### src/rtl/sweep_pkg.sv
// Shared types and default constants for the truth-table sweep block.
//   state_t               : sweep controller state encoding
//   DEFAULT_SETTLE_CYCLES : cycles each {x,y} vector is held before z is sampled
//   DEFAULT_EXPECTED      : golden truth table indexed by {x,y} (2-input AND)
package sweep_pkg;

   localparam int unsigned CNT_W = 16;
   localparam int unsigned IDX_W = 2;
   localparam int unsigned TBL_W = 4;

   localparam int unsigned     DEFAULT_SETTLE_CYCLES = 100;
   localparam logic [TBL_W-1:0] DEFAULT_EXPECTED     = 4'b1000;

   typedef enum logic [1:0] {
      ST_IDLE   = 2'd0,
      ST_SETTLE = 2'd1,
      ST_SAMPLE = 2'd2,
      ST_DONE   = 2'd3
   } state_t;

endpackage : sweep_pkg

### src/rtl/settle_counter.sv
// Settle-time counter for the sweep controller.
//   clk, rst       : clock and synchronous active-high reset
//   clear          : forces the count to zero (wins over enable)
//   enable         : advance the count by one
//   terminal_count : high while the count equals LIMIT-1
module settle_counter
   import sweep_pkg::*;
#(
   parameter int unsigned LIMIT = DEFAULT_SETTLE_CYCLES
) (
   input  logic clk,
   input  logic rst,
   input  logic clear,
   input  logic enable,
   output logic terminal_count
);

   logic [CNT_W-1:0] cnt;

   // Count of SETTLE cycles spent on the current vector
   always_ff @(posedge clk) begin
      if (rst || clear) begin
         cnt <= '0;
      end else if (enable) begin
         cnt <= cnt + CNT_W'(1);
      end
   end

   assign terminal_count = (cnt == CNT_W'(LIMIT - 1));

endmodule : settle_counter

### src/rtl/truth_table_sweep.sv
// Exhaustive 2-input truth-table sweep of an external gate.
//   clk, rst  : clock and synchronous active-high reset
//   start     : one-cycle request to begin a sweep (ignored while busy)
//   z         : output of the gate under test, driven from x and y
//   x, y      : applied vector, x is the MSB
//   table_out : bit i holds the z captured for {x,y}==i
//   busy      : sweep in progress
//   done      : sweep complete, held until next start or rst
//   pass      : table_out matched EXPECTED (valid while done)
module truth_table_sweep
   import sweep_pkg::*;
#(
   parameter int unsigned      SETTLE_CYCLES = DEFAULT_SETTLE_CYCLES,
   parameter logic [TBL_W-1:0] EXPECTED      = DEFAULT_EXPECTED
) (
   input  logic             clk,
   input  logic             rst,
   input  logic             start,
   input  logic             z,
   output logic             x,
   output logic             y,
   output logic [TBL_W-1:0] table_out,
   output logic             busy,
   output logic             done,
   output logic             pass
);

   state_t           state;
   logic [IDX_W-1:0] idx;
   logic [TBL_W-1:0] table_nxt;
   logic             start_ok;
   logic             cnt_clear;
   logic             cnt_enable;
   logic             cnt_tc;

   // A start is honoured only when no sweep is running
   assign start_ok   = start && ((state == ST_IDLE) || (state == ST_DONE));
   assign cnt_clear  = start_ok || (state == ST_SAMPLE);
   assign cnt_enable = (state == ST_SETTLE);

   settle_counter #(
      .LIMIT (SETTLE_CYCLES)
   ) u_settle_counter (
      .clk            (clk),
      .rst            (rst),
      .clear          (cnt_clear),
      .enable         (cnt_enable),
      .terminal_count (cnt_tc)
   );

   // Captured table with the current vector's z merged in
   always_comb begin
      table_nxt      = table_out;
      table_nxt[idx] = z;
   end

   // Sweep controller; x/y are loaded together with idx so they track it
   always_ff @(posedge clk) begin
      if (rst) begin
         state     <= ST_IDLE;
         idx       <= '0;
         x         <= 1'b0;
         y         <= 1'b0;
         table_out <= '0;
         busy      <= 1'b0;
         done      <= 1'b0;
         pass      <= 1'b0;
      end else begin
         case (state)
            ST_IDLE, ST_DONE: begin
               if (start_ok) begin
                  state     <= ST_SETTLE;
                  idx       <= '0;
                  x         <= 1'b0;
                  y         <= 1'b0;
                  table_out <= '0;
                  busy      <= 1'b1;
                  done      <= 1'b0;
                  pass      <= 1'b0;
               end
            end
            ST_SETTLE: begin
               if (cnt_tc) begin
                  state <= ST_SAMPLE;
               end
            end
            ST_SAMPLE: begin
               table_out <= table_nxt;
               if (idx == IDX_W'(3)) begin
                  // Last vector: hold {x,y}=11 and publish the verdict
                  state <= ST_DONE;
                  busy  <= 1'b0;
                  done  <= 1'b1;
                  pass  <= (table_nxt == EXPECTED);
               end else begin
                  state  <= ST_SETTLE;
                  idx    <= idx + IDX_W'(1);
                  {x, y} <= idx + IDX_W'(1);
               end
            end
            default: begin
               state <= ST_IDLE;
            end
         endcase
      end
   end

endmodule : truth_table_sweep

### config.mk
export PLATFORM = sky130hd
export DESIGN_NAME = truth_table_sweep
export DESIGN_NICKNAME = d
export VERILOG_FILES = /design/src/rtl/sweep_pkg.sv /design/src/rtl/settle_counter.sv /design/src/rtl/truth_table_sweep.sv
export SDC_FILE = /design/constraint.sdc
export NUM_CORES = 1
export LEC_CHECK = 0
export ABC_CLOCK_PERIOD_IN_PS = 2800
export CAP_MARGIN = 5
export CELL_PAD_IN_SITES_DETAIL_PLACEMENT = 1
export CELL_PAD_IN_SITES_GLOBAL_PLACEMENT = 2
export CORE_MARGIN = 1
export CORE_UTILIZATION = 36
export DETAILED_ROUTE_END_ITERATION = 7
export GPL_TIMING_DRIVEN = 1
export PLACE_DENSITY_LB_ADDON = 0.08
export SETUP_SLACK_MARGIN = 0.05
export SLEW_MARGIN = 5
export SYNTH_ARGS = -nofsm -noshare
export SYNTH_HDL_FRONTEND = slang
export SYNTH_SLANG_ARGS = --single-unit
export TNS_END_PERCENT = 10
### constraint.sdc
create_clock -name clk -period 2.8 [get_ports clk]
set_clock_uncertainty 0.2 [all_clocks]
set_input_delay 0.28 -clock clk [delete_from_list [all_inputs] [get_ports clk]]
set_output_delay 0.28 -clock clk [all_outputs]
set_load 0.05 [all_outputs]
Yosys cells after proc, flatten, opt, wreduce, memory -nomap -nowiden
Cells that the tools add are included.
Storage, ports and cells
  bits in registers: 29
  latch bits: 0
  RAM bits: 0
  bits in read-only memories: 0
  input port bits: 4
  output and inout port bits: 9
  logic and storage cells: 59
  memories: 0
Operators by class
  $add $sub $neg: 2
  multiply operators: 0
  div/mod/pow operators: 0
  order comparisons: 2
  eq/ne operators: 10
  shift-type cells: 0
  mux-type cells: 24
  bitwise gates (word level): 0
  reduce and logical (&&, ||, !) cells: 12
Operators by type and width (count)
  adder 16 x 1 -> 16 bit, second input constant: 1
  equality test 16 x 7 -> 1 bit, second input constant: 1
  2-to-1 mux 2 bit: 5
  one-hot mux 1 bit (2 select lines): 5
  2-to-1 mux 1 bit: 8
  one-hot mux 4 bit (2 select lines): 1
  equality test 2 bit, second input constant: 3
  one-hot mux 2 bit (3 select lines): 1
  AND reduction 3 bit: 2
  bitwise mux 4 bit: 1
  equality test 4 bit, second input constant: 1
  2-to-1 mux 4 bit: 1
  != test 2 x 1 -> 1 bit, second input constant: 2
  != test 2 bit, second input constant: 2
  one-hot mux 2 bit (2 select lines): 1
  AND reduction 2 bit: 2
  logical OR 1 bit: 3
  less-than comparator 2 x 3 -> 1 bit, second input constant: 1
  adder 2 x 1 -> 2 bit, second input constant: 1
  demux 1 bit (select 2 bit): 1
  equality test 2 x 1 -> 1 bit, second input constant: 1
  >= comparator 2 x 1 -> 1 bit, second input constant: 1
  logical AND 1 bit: 2
  logical NOT 2 bit: 1
  other kinds (2): 2

Longest topological paths before layout
Gate-level depths: netlist of run 1.
  depth in word-level cells: 8
  depth in mapped cells: 7
  gate-level depth less buffers: 6

Cells and area by module
From an unflattened synthesis of run 1, not the netlist that was laid out.
Second synthesis, totals
  cells, all modules: 176
  area total of the unflattened synthesis: 1478.9 um2
By module, submodules not included
  settle_counter: times used 1, cells an instance 92, area an instance 783.3 um2, seq. area each 320.3 um2
  truth_table_sweep: times used 1, cells an instance 84, area an instance 695.7 um2, seq. area each 220.2 um2

Least setup slack after synthesis of run 1
No wires, ideal clock.
  path kind: register -> register
  from: reg, netlist name y
  to: reg state[1]
  library setup time: 0.071 ns
  arrival time: 1.681 ns
  required time: 2.529 ns
  slack: 0.849 ns
  cell stages (with the launch flop): 6
  buffers on the path: 1
  period minus slack after synthesis: 1.951 ns
  cell sequence: dfxtp_1 ha_1 clkbuf_1 a21oi_1 or3_1 a21oi_1
RTL lines
  end signal, assigned: line truth_table_sweep.sv:60  | state <= ST_IDLE;
  end signal, assigned: line truth_table_sweep.sv:72  | state <= ST_SETTLE;
  end signal, assigned: line truth_table_sweep.sv:84  | state <= ST_SAMPLE;
  end, declared: line truth_table_sweep.sv:28  | state_t state;

Worst setup path after layout of run 1
  from: reg state[0]
  to: reg table_out[3]
On the way
  longest elaborated chain between the ends: 5
  elaborated cells between the ends (all ways): 10
  classes of those cells: eq/ne: 3; mux: 1; reduce/logical: 6
Ends and longest elaborated chain
  equality test 2 bit or logical NOT 2 bit (tied branches): line truth_table_sweep.sv:37, truth_table_sweep.sv:69
  logical OR 1 bit: line truth_table_sweep.sv:37  | assign start_ok = start && ((state == ST_IDLE) || (state == ST_DONE));
  logical AND 1 bit: line truth_table_sweep.sv:37
  != test 2 bit (no source line)
  AND reduction 2 bit (no source line)
  end signal, assigned: line truth_table_sweep.sv:88  | table_out <= table_nxt;
  end, declared: line truth_table_sweep.sv:22  | output logic [TBL_W-1:0] table_out,
Several ways; a longest one is shown, not always the timed one.
A chain may end at the register's enable or synchronous reset.

==> results.cfg, run 1 <==
[setup_path]
slowest_stage = mux2i_1
cp-startpoint = state[0]
crit_family = multiplexers
r2r_start = state[0]
max_stage_delay_ns = 0.54
critPathBufInv = 1
worst_setup_path_start_kind = flop
timing.rr.end = table_out[3]
r2r.worst_path.cells = 6
arrival_ns = 2.08
reg2reg_slack_ns = 0.68
endpoint_kind = flop
cp_cell_sequence = inv_1 > ha_1 > mux2i_1 > nor2_1 > o21ai_0 > a21oi_1
cp_max_fo = 8
cp_data_required_time_ns = 2.76
critPathKind = reg -> reg

[cts]
insertion_delay_ns = 0.27
clk_pin_slew_ns = 0.09
cts_tree = yes
cts.sinks = 27
cts-buffers-inserted = 3
cts-root-buf = clkbuf_8
clk_path_buf_depth = 2
cts_hold_repair.buffers = 0
cts_setup_buffers = 0
htree_levels = 1
cts_resized = 0

[timing]
rsz0062_at_grt = false
fin_ws_ns = 0.683
slew_violations = 0
finalHoldViolCount = 0
setup_viol = 0
slew_headroom_pct = 59.1
setup_tns_ns = 0
timing.hold.ws_ns = 0.289
fmax_mhz = 472
finalCriticalPeriod_ns = 2.12
worst_pin_slew_ns = 0.610
fin_crit_sh_pct = 75.6

[worst_hold_path]
min_to = table_out[3]
hold_path_depth = 2
holdCritStartpoint = table_out[3]
hold_path.class = reg -> reg

[status]
status = finished clean

[flow_run]
cap_viol_max_count = 0

[power_and_ir_drop]
pwr-share-clk_pct = 27.9
ir_drop_uv = 224
p_leak_nw = 0.610
p_total_uw = 794
power_frac_seq_pct = 51.3
comb_power_share_pct = 20.8
internal-power_uw = 555
cellPowerDensity_nw_per_um2 = 487
p_sw_uw = 239
switching_share_pct = 30.1

[floorplanning]
die_h_um = 64.6
core_um2 = 3720
io_pins = 13
dieArea_um2 = 4170
num_rows = 22
die_w_um = 64.6
initial_utilization_pct = 37.9

[layout]
final_cells = 228
regArea_um2 = 541
n_antenna_cell = 0
area_delta_synth_final_pct = 15.6
multi_input_area_um2 = 820
layout-drive-gt1-share_pct = 6.67
fill_cells = 449
fin_nets = 193

[synth]
synth_edf_count = 0
yosys.area.top_type = dfxtp_1
async_reset_ff_share_pct = 0
syn_area_per_cell_um2 = 8.44
ys_warn_count = 0
synth_cells = 167
yosys_register_bits = 27
syn_area_um2 = 1410
synth_top_area_share_pct = 38.3
synth_nets = 179
synthTopCellsByArea = dfxtp_1 38%, ha_1 7.1%, nor2_1 5.9%
synth_cell_types = 33
synthFlopType = dfxtp_1
synth_seq_area_share_pct = 38.3

[global_routing]
track_usage_pct = 16.9
gr-total-overflow = 0
grt_pass1_wl_um = 5600
grt_pass1_vias = 1268
antenna_found_initial = 0
grt_max_degree = 15

[route]
routed_wl_um = 3220
ant_nets = 0
wire_per_inst_um = 14.1
drt_iter0_markers = 47
via_per_inst = 5.29
first_pass_iters = 4
num_vias = 1206
drc = 0

[placement]
dp_slack_ns = 0.697
place_inst = 224
io_buffer_count = 12
gp_congestion = 0.808
dpl.hpwl_um = 2440
==> logic make-up (layout without fill, tap and decap cells) <==
kind of cell / count (synthesis) / after routing / synth area share (%)
DFF: 27 / 27 / 38.3
and+or+nand+nor: 72 / 72 / 28.9
adders and majority gates: 8 / 8 / 7.10
xor gates and xnor gates: 10 / 10 / 6.21
AOI/OAI and AO/OA: 35 / 35 / 14.5
buffers and inverters: 13 / 26 / 3.55
muxes: 2 / 2 / 1.42
==> area by class of cell <==
cell class / instances / area share, %
multi-input combinational: 127 / 50.3
sequential: 27 / 33.2
timing repair buffer: 14 / 8.29
tap: 48 / 3.68
clock buffer: 4 / 2.76
inverter: 8 / 1.84
==> Yosys cell counts (2+ instances only) <==
cell,number
nor2_1,22
ha_1,8
nor4_4,2
or3_1,3
nor3_1,7
a31oi_1,2
xnor2_1,6
nand4_1,5
and3_1,2
inv_1,8
xor2_1,4
nand3_1,2
a41o_1,2
nand2_1,15
a21oi_1,16
dfxtp_1,27
clkbuf_1,4
nor2b_1,2
nand2b_1,2
o21ai_0,10
a31o_2,2
nor4_1,4
mux2i_1,2
==> metrics by stage <==
stage / utilization, % / area [µm²]
CTS: 43.9 / 1630
detailed placement: 42.7 / 1590
finish: 43.9 / 1630
global placement: 42.7 / 1590
global route: 43.9 / 1630
floorplan: - / 1410
==> sequential cells by signal, indices dropped and copies added (netlist names) <==
signal	count
busy	1
table_out	4
state	2
done	1
pass	1
x	1
u_settle_counter.cnt	16
y	1
==> worst reg2reg max path: cells and delay by family (launching register included) <==
kind            cells  cell delay [ns]
compound gates      2             0.30
fa+ha+maj           1             0.40
buf+inv             1             0.06
flops               1             0.38
mux                 1             0.54
simple gates        1             0.14
==> worst max path at each step <==
stage	to	depth (start not counted)
3_3_place_gp	u_settle_counter.cnt[13]	5
5_1_grt	table_out[3]	6
6_report	table_out[3]	6
4_1_cts	table_out[3]	6
3_5_place_dp	table_out[3]	6
2_1_floorplan	state[1]	5
==> cells in the final DEF (no fill, tap or decap), types with 2 or more instances in the layout <==
cell / instances
clkbuf_8: 3
a31o_2: 2
nor4_1: 4
a41o_1: 2
buf_4: 2
nand4_1: 5
o21ai_0: 10
nor3_1: 7
mux2i_1: 2
nor2b_1: 2
nand3_1: 2
a21oi_1: 16
nand2_1: 15
nor4_4: 2
dfxtp_1: 27
xnor2_1: 6
inv_1: 8
a31oi_1: 2
xor2_1: 4
or3_1: 3
ha_1: 8
clkdlybuf4s50_1: 12
and3_1: 2
nand2b_1: 2
nor2_1: 22
==> power groups by stage <==
stage,sequential (mW),clock [mW],combinational (mW)
after global placement,0.415,0,0.162
final,0.407,0.222,0.165
after detailed placement,0.416,0,0.165
after CTS,0.408,0.235,0.167
after global routing,0.410,0.252,0.184
after floorplan,0.425,0,0.107
==> layer usage <==
layer  vias up  track usage [%]  share of wire [%]
li1        615                -                  -
met1       580             18.8                 47
met2         9             32.4                 51
met3         2             3.70                2.2
met4         0             3.61               0.43
met5         -                0                  0
Power figures use the tool's default switching activity.
==> run 2, diff against run 1 <==
ABC_CLOCK_PERIOD_IN_PS = 2000   (was 2800)
CORE_UTILIZATION = 34   (was 36)
clock period = 2 ns   (was 2.8 ns; I/O delays follow)
==> results.cfg, run 2 (synthesis gave the netlist of run 1 again) <==
[worst_hold_path]
hold_path.class = reg -> reg

[timing]
setup_viol = 0
slew_headroom_pct = 66.8
timing.hold.ws_ns = 0.283
fin_crit_sh_pct = 94.3
rsz0062_at_grt = true
finalHoldViolCount = 0
finalCriticalPeriod_ns = 1.89
worst_pin_slew_ns = 0.497
fmax_mhz = 530
slew_violations = 0
setup_tns_ns = 0

[power_and_ir_drop]
internal-power_uw = 815
p_sw_uw = 349
cellPowerDensity_nw_per_um2 = 685
comb_power_share_pct = 24.2
p_total_mw = 1.16
power_frac_seq_pct = 48.8
pwr-share-clk_pct = 27.0
ir_drop_uv = 383
p_leak_nw = 0.646
switching_share_pct = 30.0

[setup_path]
critPathKind = reg -> out
critPathBufInv = 1
cp_max_fo = 7
worst_setup_path_start_kind = flop
arrival_ns = 1.49
cp_data_required_time_ns = 1.60
max_stage_delay_ns = 0.82
crit_family = buffers and inverters
cp_cell_sequence = clkdlybuf4s50_1
slowest_stage = clkdlybuf4s50_1
endpoint_kind = output pin

[cts]
htree_levels = 1
cts_tree = yes
cts-root-buf = clkbuf_8
cts_setup_buffers = 0
cts.sinks = 27
cts-buffers-inserted = 3
clk_path_buf_depth = 2
clk_pin_slew_ns = 0.09
insertion_delay_ns = 0.27

[layout]
final_design_area_no_fill_um2 = 1700
regMostFlops = u_settle_counter.cnt
fin_nets = 199
largest_register_ffs = 16
final_common_cell = dfxtp_1
n_antenna_cell = 0
fin_util_pct = 42.5
reg.largest.list = u_settle_counter.cnt (16), table_out (4), state (2)
final_cell_mix = 26 x dfxtp_1, 22 x nor2_1, 16 x a21oi_1
layout-drive-gt1-share_pct = 12.4
area_delta_synth_final_pct = 20.5

[placement]
dpl.hpwl_um = 2580
io_buffer_count = 12
place_area_um2 = 1630
gp_congestion = 0.749

[global_routing]
grt_pass1_wl_um = 5500
track_usage_pct = 16.4
antenna_found_initial = 0
gr-total-overflow = 0
grt_pass1_vias = 1237
grt_max_degree = 15

[floorplanning]
io_pins = 13
die_w_um = 66.4
core_um2 = 4000
num_rows = 23
die_h_um = 66.4
initial_utilization_pct = 35.3
dieArea_um2 = 4410

[route]
num_vias = 1248
first_pass_iters = 4
drt_iter0_markers = 29
ant_nets = 0
routed_wl_um = 3330
drc = 0
via_per_inst = 5.29
wire_per_inst_um = 14.1

[status]
status = finished clean

[flow_run]
cap_viol_max_count = 0
## run 2: changes by cell type in the layout (fill, tap and decap cells not counted)
cell             delta
ha_2                +1
dfxtp_2             +1
nor2b_1             -1
dfxtp_1             -1
ha_1                -1
mux2i_4             +1
clkdlybuf4s50_1     -1
mux2i_1             -1
nor2b_4             +1
buf_4               +7
## run 2: metrics by stage
stage / instances / setup slack [ns]
floorplan: 167 / 0.0562
global placement: 232 / 0.110
detailed placement: 232 / -0.0156
CTS: 236 / 0.0940
global route: 236 / 0.00788
finish: 236 / 0.114
## run 2: layout make-up
class / instances / area [µm²]
multi-input cells: 127 / 842
well taps: 50 / 62.6
fillers: 472 / 2300
clock buffers: 4 / 45.0
flip-flops and latches: 27 / 542
repair buffers: 20 / 178
inverters: 8 / 30.0
## run 2: worst paths after layout
path | start | endpoint | slack (ns) | cells after the start
setup / recovery | y | y | 0.11 | 1
hold / removal | table_out[3] | table_out[3] | 0.28 | 2
setup reg to reg | state[0] | u_settle_counter.cnt[15] | 0.14 | 5
hold reg to reg | table_out[3] | table_out[3] | 0.28 | 2
## run 2: power groups by stage
stage | sequential (mW) | combinational (mW) | clock, mW
6_report | 0.569 | 0.282 | 0.314
5_1_grt | 0.571 | 0.312 | 0.346
4_1_cts | 0.569 | 0.263 | 0.333
3_5_place_dp | 0.581 | 0.257 | 0
3_3_place_gp | 0.580 | 0.250 | 0
2_1_floorplan | 0.595 | 0.150 | 0
## run 2: per-layer routing
metal	vias to the layer above	global-route usage (%)	wire length (µm)
met5	-	0	0
met4	0	3.19	17
met3	2	3.79	68
met2	9	32.0	1830
met1	608	17.6	1420
li1	629	-	-
## run 2: timing repair
action / 4_1_cts / 5_1_grt
hold buffers: 0 / 0
setup endpoints to repair: 4 / 12
cloned: 0 / 0
gates resized for setup: 1 / 4
## run 2: worst min-delay path: stages (launching register included)
cell,delay [ns]
dfxtp_1,0.33
nand2_1,0.06
a21oi_1,0.06
==> run 3, diff against run 2 <==
--- a/config.mk
+++ b/config.mk
@@ -7,5 +7,5 @@
 export LEC_CHECK = 0
 export ABC_CLOCK_PERIOD_IN_PS = 2000
-export CAP_MARGIN = 5
+export CAP_MARGIN = 15
 export CELL_PAD_IN_SITES_DETAIL_PLACEMENT = 1
 export CELL_PAD_IN_SITES_GLOBAL_PLACEMENT = 2
==> constraint.sdc (replaced) <==
create_clock -name clk -period 2 [get_ports clk]
set_clock_uncertainty 0.2 [all_clocks]
set_input_delay 0.2 -clock clk [delete_from_list [all_inputs] [get_ports clk]]
set_output_delay 0.2 -clock clk [all_outputs]
set_load 0.1 [all_outputs]
==> results.cfg, run 3 (synthesis gave the netlist of run 1 again) <==
[setup_path]
arrival_ns = 1.80
endpoint_kind = flop
critPathKind = reg -> reg
max_stage_delay_ns = 0.39
r2r.worst_path.cells = 7
r2r_start = state[0]
worst_setup_path_start_kind = flop
cp_data_required_time_ns = 1.96
cp_max_fo = 8
critPathBufInv = 2
slowest_stage = dfxtp_1
reg2reg_slack_ns = 0.16
timing.rr.end = table_out[3]
crit_family = flip-flops
cp_cell_sequence = inv_1 > ha_2 > mux2i_1 > buf_4 > nor2_1 > o21ai_0 > a21oi_1

[cts]
cts_setup_buffers = 0
cts_hold_repair.buffers = 0
cts-buffers-inserted = 3
htree_levels = 1
cts-root-buf = clkbuf_8
cts_tree = yes
insertion_delay_ns = 0.27
cts.sinks = 27
clk_pin_slew_ns = 0.10
clk_path_buf_depth = 2

[timing]
setup_viol = 0
fin_ws_ns = 0.163
fin_crit_sh_pct = 91.9
slew_violations = 0
fmax_mhz = 544
rsz0062_at_grt = true
finalHoldViolCount = 0
finalCriticalPeriod_ns = 1.84
worst_pin_slew_ns = 0.399
slew_headroom_pct = 73.2

[power_and_ir_drop]
p_leak_nw = 0.665
ir_drop_uv = 401
cellPowerDensity_nw_per_um2 = 705

[global_routing]
antenna_found_initial = 0
grt_max_degree = 15
track_usage_pct = 17.0
grt_pass1_vias = 1275
grt_pass1_wl_um = 5750
gr-total-overflow = 0

[floorplanning]
io_pins = 13
dieArea_um2 = 4410
initial_utilization_pct = 35.3
core_um2 = 4000
num_rows = 23
die_h_um = 66.4
die_w_um = 66.4

[placement]
dp_slack_ns = -0.0871
io_buffer_count = 12
gp_congestion = 0.722
place_inst = 232
dpl.hpwl_um = 2590

[layout]
reg.largest.list = u_settle_counter.cnt (16), table_out (4), state (2)
area_delta_synth_final_pct = 18.3
final_common_cell = dfxtp_1
regMostFlops = u_settle_counter.cnt
final_cell_mix = 25 x dfxtp_1, 22 x nor2_1, 17 x buf_4
largest_register_ffs = 16
fin_util_pct = 41.7
fin_nets = 199
final_cells = 236
fill_cells = 478
layout-drive-gt1-share_pct = 16.7
n_antenna_cell = 0

[worst_hold_path]
holdCritStartpoint = table_out[2]
hold_path.class = reg -> reg
hold_path_depth = 2
min_to = table_out[2]

[route]
num_vias = 1241
wire_per_inst_um = 14.4
drt_iter0_markers = 12
first_pass_iters = 3
drc = 0
routed_wl_um = 3400
via_per_inst = 5.26
ant_nets = 0

[flow_run]
cap_viol_max_count = 0

[status]
status = finished clean
## run 3: cell types whose count changed in the layout (fill, tap and decap cells not counted)
cell | previous run | this run
buf_4 | 9 | 17
clkdlybuf4s50_1 | 11 | 3
dfxtp_1 | 26 | 25
dfxtp_2 | 1 | 2
mux2i_1 | 1 | 2
mux2i_4 | 1 | 0
## run 3: where the power goes
group | leakage, nW | internal [mW] | switching, mW | total [mW]
Sequential | 0.219 | 0.554 | 0.0143 | 0.568
Clock | 0.0228 | 0.143 | 0.175 | 0.318
Combinational | 0.423 | 0.111 | 0.178 | 0.289
Total | 0.665 | 0.807 | 0.368 | 1.18
## run 3: how the worst max path moves through the flow
| stage | cells after the start | from | slack, ns | to |
|---|---|---|---|---|
| 3_5_place_dp | 6 | state[0] | -0.09 | x |
| 5_1_grt | 5 | u_settle_counter.cnt[1] | -0.01 | state[1] |
| 6_report | 7 | state[0] | 0.16 | table_out[3] |
| 4_1_cts | 6 | state[1] | 0.05 | u_settle_counter.cnt[13] |
| 3_3_place_gp | 6 | state[0] | 0.05 | x |
| 2_1_floorplan | 5 | y | 0.06 | state[1] |
## run 3: layout make-up
| type | count | area [µm²] | area share, % |
|---|---|---|---|
| Timing Repair Buffer | 20 | 158 | 9.45 |
| Inverter | 8 | 30.0 | 1.80 |
| Multi-Input combinational cell | 127 | 830 | 49.7 |
| Clock buffer | 4 | 45.0 | 2.70 |
| Tap cell | 50 | 62.6 | 3.75 |
| Sequential cell | 27 | 543 | 32.6 |
## run 3: routing by layer
layer	track usage (%)	vias to the layer above	routed length, µm
met2	32.9	7	1810
met5	0	-	0
met3	2.59	2	48
met1	18.9	605	1510
met4	4.79	0	26
li1	-	627	-
## run 3: stage by stage
stage	hold slack [ns]	power, mW	cell area (µm²)	TNS [ns]
2_1_floorplan	0.0793	0.762	1410	0
3_3_place_gp	0.256	0.854	1610	0
3_5_place_dp	0.297	0.863	1610	-0.0871
4_1_cts	0.311	1.19	1660	0
5_1_grt	0.337	1.25	1670	-0.0141
6_report	0.308	1.18	1670	0
## run 3: tightest hold or removal path, cell delays in order (launching register included)
cell and delay (ns):
dfxtp_1 0.34, o21ai_0 0.07, a21oi_1 0.06
## run 3: timing repair
action | 4_1_cts | 5_1_grt
pin swaps | 0 | 2
resized for setup | 1 | 2
endpoints found under the hold margin | 0 | 0
endpoints found under the setup margin | 6 | 11
